### src/rtl/cbus_arbiter_pkg.sv
// Shared CBus request/response types, AXI-style burst encodings and arbiter state.
package cbus_arbiter_pkg;

  localparam logic [1:0] BURST_FIXED = 2'b00;
  localparam logic [1:0] BURST_INCR  = 2'b01;
  localparam logic [1:0] BURST_WRAP  = 2'b10;

  typedef struct packed {
    logic        valid;
    logic        is_write;
    logic [2:0]  size;
    logic [31:0] addr;
    logic [7:0]  len;
    logic [1:0]  burst;
    logic [63:0] data;
    logic [7:0]  strobe;
  } cbus_req_t;

  typedef struct packed {
    logic        ready;
    logic        last;
    logic [63:0] data;
  } cbus_resp_t;

  typedef enum logic [1:0] {
    ST_IDLE  = 2'd0,
    ST_GRANT = 2'd1,
    ST_TURN  = 2'd2
  } arb_state_e;

  // Next round-robin slot after idx, wrapping at n masters.
  function automatic logic [2:0] wrap_inc(input logic [2:0] idx, input int n);
    return ((int'(idx) + 1) >= n) ? 3'd0 : idx + 3'd1;
  endfunction

endpackage

### src/rtl/cbus_arbiter_rr_pick.sv
// Round-robin priority picker: first valid master at or above i_ptr, wrapping.
module rr_pick #(
  parameter int NUM_MASTERS = 2
) (
  input  logic [NUM_MASTERS-1:0] i_valid,
  input  logic [2:0]             i_ptr,
  output logic [2:0]             o_idx,
  output logic                   o_hit
);

  int j;

  always_comb begin
    o_idx = '0;
    o_hit = 1'b0;
    j     = 0;
    for (int i = 0; i < NUM_MASTERS; i++) begin
      j = int'(i_ptr) + i;
      if (j >= NUM_MASTERS) j = j - NUM_MASTERS;
      for (int k = 0; k < NUM_MASTERS; k++) begin
        if (!o_hit && (k == j) && i_valid[k]) begin
          o_hit = 1'b1;
          o_idx = k[2:0];
        end
      end
    end
  end

endmodule

### src/rtl/cbus_arbiter.sv
// N:1 CBus arbiter: round-robin grant held for a whole burst, one dead cycle between owners.
// state | meaning
// IDLE  | no owner, downstream quiet, arbitrate on valid requests
// GRANT | sel owns the bus until a ready+last beat
// TURN  | one dead cycle so oreq.valid drops between transactions
module cbus_arbiter
  import cbus_arbiter_pkg::*;
#(
  parameter int NUM_MASTERS = 2
) (
  input  logic       clk,
  input  logic       reset,
  input  cbus_req_t  ireqs  [NUM_MASTERS],
  output cbus_resp_t iresps [NUM_MASTERS],
  output cbus_req_t  oreq,
  input  cbus_resp_t oresp,
  output logic       busy,
  output logic [2:0] grant_idx,
  output logic       proto_err
);

  arb_state_e            r_state;
  logic [2:0]            r_sel;
  logic [2:0]            r_rr_ptr;
  logic [7:0]            r_beat;
  logic                  r_proto_err;
  logic                  r_busy;
  logic [2:0]            r_grant_idx;

  logic [NUM_MASTERS-1:0] w_valid;
  logic [2:0]             w_pick_idx;
  logic                   w_pick_hit;
  cbus_req_t              w_sel_req;

  always_comb begin
    w_valid   = '0;
    w_sel_req = '0;
    for (int i = 0; i < NUM_MASTERS; i++) begin
      w_valid[i] = ireqs[i].valid;
      if (r_sel == i[2:0]) w_sel_req = ireqs[i];
    end
  end

  rr_pick #(.NUM_MASTERS(NUM_MASTERS)) u_rr_pick (
    .i_valid (w_valid),
    .i_ptr   (r_rr_ptr),
    .o_idx   (w_pick_idx),
    .o_hit   (w_pick_hit)
  );

  always_ff @(posedge clk) begin
    if (!reset) begin
      r_state     <= ST_IDLE;
      r_sel       <= '0;
      r_rr_ptr    <= '0;
      r_beat      <= '0;
      r_proto_err <= 1'b0;
      r_busy      <= 1'b0;
      r_grant_idx <= '0;
    end else begin
      case (r_state)
        ST_IDLE: begin
          if (w_pick_hit) begin
            r_sel       <= w_pick_idx;
            r_grant_idx <= w_pick_idx;
            r_busy      <= 1'b1;
            r_beat      <= '0;
            r_state     <= ST_GRANT;
          end
        end
        ST_GRANT: begin
          if (oresp.ready) begin
            r_beat <= r_beat + 8'd1;
            if (oresp.last) begin
              // Last must land on the beat numbered len (beats count from 0).
              if (r_beat != w_sel_req.len) r_proto_err <= 1'b1;
              r_rr_ptr <= wrap_inc(r_sel, NUM_MASTERS);
              r_state  <= ST_TURN;
            end
          end
        end
        ST_TURN: begin
          r_busy      <= 1'b0;
          r_grant_idx <= '0;
          r_state     <= ST_IDLE;
        end
        default: r_state <= ST_IDLE;
      endcase
    end
  end

  // Routing depends only on registered state, so oresp never reaches oreq.
  always_comb begin
    oreq = '0;
    for (int i = 0; i < NUM_MASTERS; i++) iresps[i] = '0;
    if (r_state == ST_GRANT) begin
      oreq = w_sel_req;
      for (int i = 0; i < NUM_MASTERS; i++) begin
        if (r_sel == i[2:0]) iresps[i] = oresp;
      end
    end
  end

  assign busy      = r_busy;
  assign grant_idx = r_grant_idx;
  assign proto_err = r_proto_err;

endmodule
### config.mk
export PLATFORM = sky130hd
export DESIGN_NAME = cbus_arbiter
export DESIGN_NICKNAME = d
export VERILOG_FILES = /design/src/rtl/cbus_arbiter_pkg.sv /design/src/rtl/cbus_arbiter_rr_pick.sv /design/src/rtl/cbus_arbiter.sv
export SDC_FILE = /design/constraint.sdc
export NUM_CORES = 1
export LEC_CHECK = 0
export ABC_AREA = 0
export BUFFER_PORTS_ARGS = -buffer_cell sky130_fd_sc_hd__buf_2
export CAP_MARGIN = 20
export CORE_AREA = 2 2 217 219
export DETAILED_ROUTE_END_ITERATION = 7
export DIE_AREA = 0 0 219 221
export GPL_TIMING_DRIVEN = 1
export PLACE_DENSITY = 0.3
export SETUP_SLACK_MARGIN = 0.02
export SLEW_MARGIN = 5
export SYNTH_ARGS = -nofsm -noshare
export SYNTH_HDL_FRONTEND = slang
export SYNTH_HIERARCHICAL = 1
export SYNTH_SLANG_ARGS = --single-unit
### constraint.sdc
create_clock -name clk -period 4.3 [get_ports clk]
set_clock_uncertainty 0.1 [all_clocks]
set_input_delay 0.645 -clock clk [delete_from_list [all_inputs] [get_ports clk]]
set_output_delay 0.645 -clock clk [all_outputs]
set_load 0.005 [all_outputs]
==> flow_summary.yaml <==
floorplanning:
  fp-row-count: 79
  die_w_um: 219
  design.core.area_um2: 46060
  start_util_pct: 8.624
  die-area_um2: 48400
  die_h_um: 221
  io_pins: 562
sta:
  fmaxAchievable_mhz: 262.0
  finalCriticalPeriod_ps: 3817
  fin_hold_ws_ps: 346.8
  report.final.slew_viol_count: 0
  hold_violations: 0
  setup_viol: 0
  fin_crit_sh_pct: 88.76
  relSlewSlack_pct: 30.51
  rsz0062_at_grt: "no"
  timing.setup.tns_ps: 0
  tightest_slew_ps: 1042
pwr:
  clockPowerShare_pct: 13.2
  p_leak_nw: 4.358
  powerDensity_nw_per_um2: 205.9
  sw_frac_of_total_pct: 46.77
  intPower_mw: 0.8159
  p_sw_mw: 0.7170
  comb_power_share_pct: 72.5
  seq_power_share_pct: 14.3
  ir_drop_uv: 119.8
clocking:
  cts_made_buffers: 3
  clockBufferDepth: 2
  cts_resized: 0
  clk_latency_ps: 250
  htree_levels: 1
  root_buffer: "clkbuf_16"
  cts.clk_slew.worst_paths_ps: 60
  postCtsSetupRepairBufs: 0
  hold_buffers: 0
  cts_tree: "built"
  cts_sinks: 21
grt:
  grt_pass1_vias: 6334
  grt_util_all_layers_pct: 9.920
  grt_first_pass_wirelength_mm: 37.97
  antenna_found_initial: 3
  grt.overflow.total: 0
  grt_max_degree: 120
setup_path:
  worstPathRequired_ps: 3560
  rr_worst_depth: 13
  end_kind: "primary output"
  cp_max_fo: 104
  cp_data_arrival_time_ps: 3070
  reg2reg_from: "r_rr_ptr[0]"
  crit_path_start_kind: "flop"
  startpoint: "r_sel[0]"
  worstSetupPathType: "flop to primary output"
routing:
  vias: 6647
  avgViaCountPerCell: 3.836
  drtPass1Iterations: 4
  met1_length_mm: 11.45
  drc: 0
  wl_met3_mm: 1.931
  drt_first_iter_violations: 427
  postRouteAntennaNets: 0
  drt_wl_total_mm: 27.04
  routed.top_layer: "met5"
  wl_per_cell_um: 15.60
  routed-wl-met2_mm: 13.51
yosys:
  synth_commonest_cells: "124 x nor2_1, 111 x a22oi_1, 74 x and3_1"
  synth.most_common_cell: "nor2_1"
  synth_edf_count: 0
  synth_top_area_share_pct: 20.98
  yosysTopAreaCell: "a22oi_1"
  yosysWarnings: 6
  async_reset_ff_share_pct: 0
  yosysSeqAreaShare_pct: 10.58
  ys_seq_elements: 21
  ys.flop_type: "dfxtp_1"
  synthDistinctLibCells: 40
  syn_avg_cell_area_um2: 6.470
  synthCells: 614
  synth_area_leaders: "a22oi_1 21%, nor2_1 12%, and3_1 12%"
  syn-cell-area_um2: 3973
cells_and_area:
  fillerInstances: 5433
  layout.nets: 1443
  final_util_pct: 16.16
  drive_gt1_share_pct: 52.09
  syn2layout_area_growth_pct: 87.40
place:
  gp_congestion: 0.8794
  port_buffers: 561
  dp_hpwl_mm: 21.99
worst_hold_path:
  whs_path_depth: 2
  hp-start: "proto_err"
  hp-class: "flop to flop"
outcome:
  status: "complete, no violations"
run:
  max_cap_violations: 0
## critical path, stage by stage (launching register included)
cell	delay, ps
dfxtp_1	420
ha_1	720
inv_1	390
nor2_4	250
buf_12	330
a22oi_1	240
nor2_1	130
buf_2	140
## kinds of logic (layout without fill, tap and decap cells)
| logic type | count (synthesis) | in the layout | synth area share, % |
|---|---|---|---|
| DFF | 21 | 21 | 10.58 |
| xor gates and xnor gates | 7 | 7 | 1.543 |
| and+or+nand+nor | 343 | 343 | 46.27 |
| buffers and inverters | 78 | 588 | 10.14 |
| adders and majority gates | 11 | 11 | 3.465 |
| other | 1 | 3 | 0.09440 |
| AOI/OAI and AO/OA | 153 | 153 | 27.91 |
## sequential cells by signal, indices dropped and copies added, names as in the netlist
signal     count
busy           1
r_beat         8
r_rr_ptr       3
proto_err      1
r_sel          3
r_state        2
grant_idx      3
## cells in the final DEF (no fill, tap or decap), drive strengths merged, types with 9 or more instances in the layout
cell type	n
a21oi	26
nand3	15
buf	573
inv	11
nand3b	10
dfxtp	21
and2	65
nor3	9
ha	11
nor2	125
nand2	18
a22oi	112
and3	74
## area by class of cell
class	count	area [um^2]	share of cell area [%]
multi-input combinational	516	3182	42.74
timing repair buffer	573	2960	39.76
tap	607	759.5	10.20
sequential	21	420.4	5.647
clock buffer	4	78.83	1.059
inverter	11	41.29	0.5546
antenna	1	2.502	0.03361
## through the flow
stage                     instances  setup slack (ps)  cell area, um^2  power [mW]
after floorplan                 615              1203             3976      0.8253
after detailed placement       1728             780.0             7363       1.350
final                          1733             483.2             7445       1.533
after CTS                      1732             510.2             7442       1.555
after global routing           1733             177.9             7445       1.670
after global placement         1728             783.3             7363       1.359
## path summary, 6_finish.rpt
check | endpoint | slack [ps]
max reg2reg | r_beat[4] | 790
min | proto_err | 350
min reg2reg | proto_err | 350
max | oreq[22] | 480
## power groups by stage
stage	combinational (mW)	clock [mW]	sequential, mW
CTS	1.13	0.205	0.219
floorplan	0.605	0	0.221
global placement	1.14	0	0.223
finish	1.11	0.202	0.219
global route	1.24	0.211	0.221
detailed placement	1.13	0	0.223
## metal layers
metal / vias to the layer above / global-route usage (%)
met5: - / 0
met4: 2 / 0.7847
met3: 12 / 1.333
met2: 305 / 18.52
met1: 3100 / 12.42
li1: 3228 / -
Power figures use the tool's default switching activity.
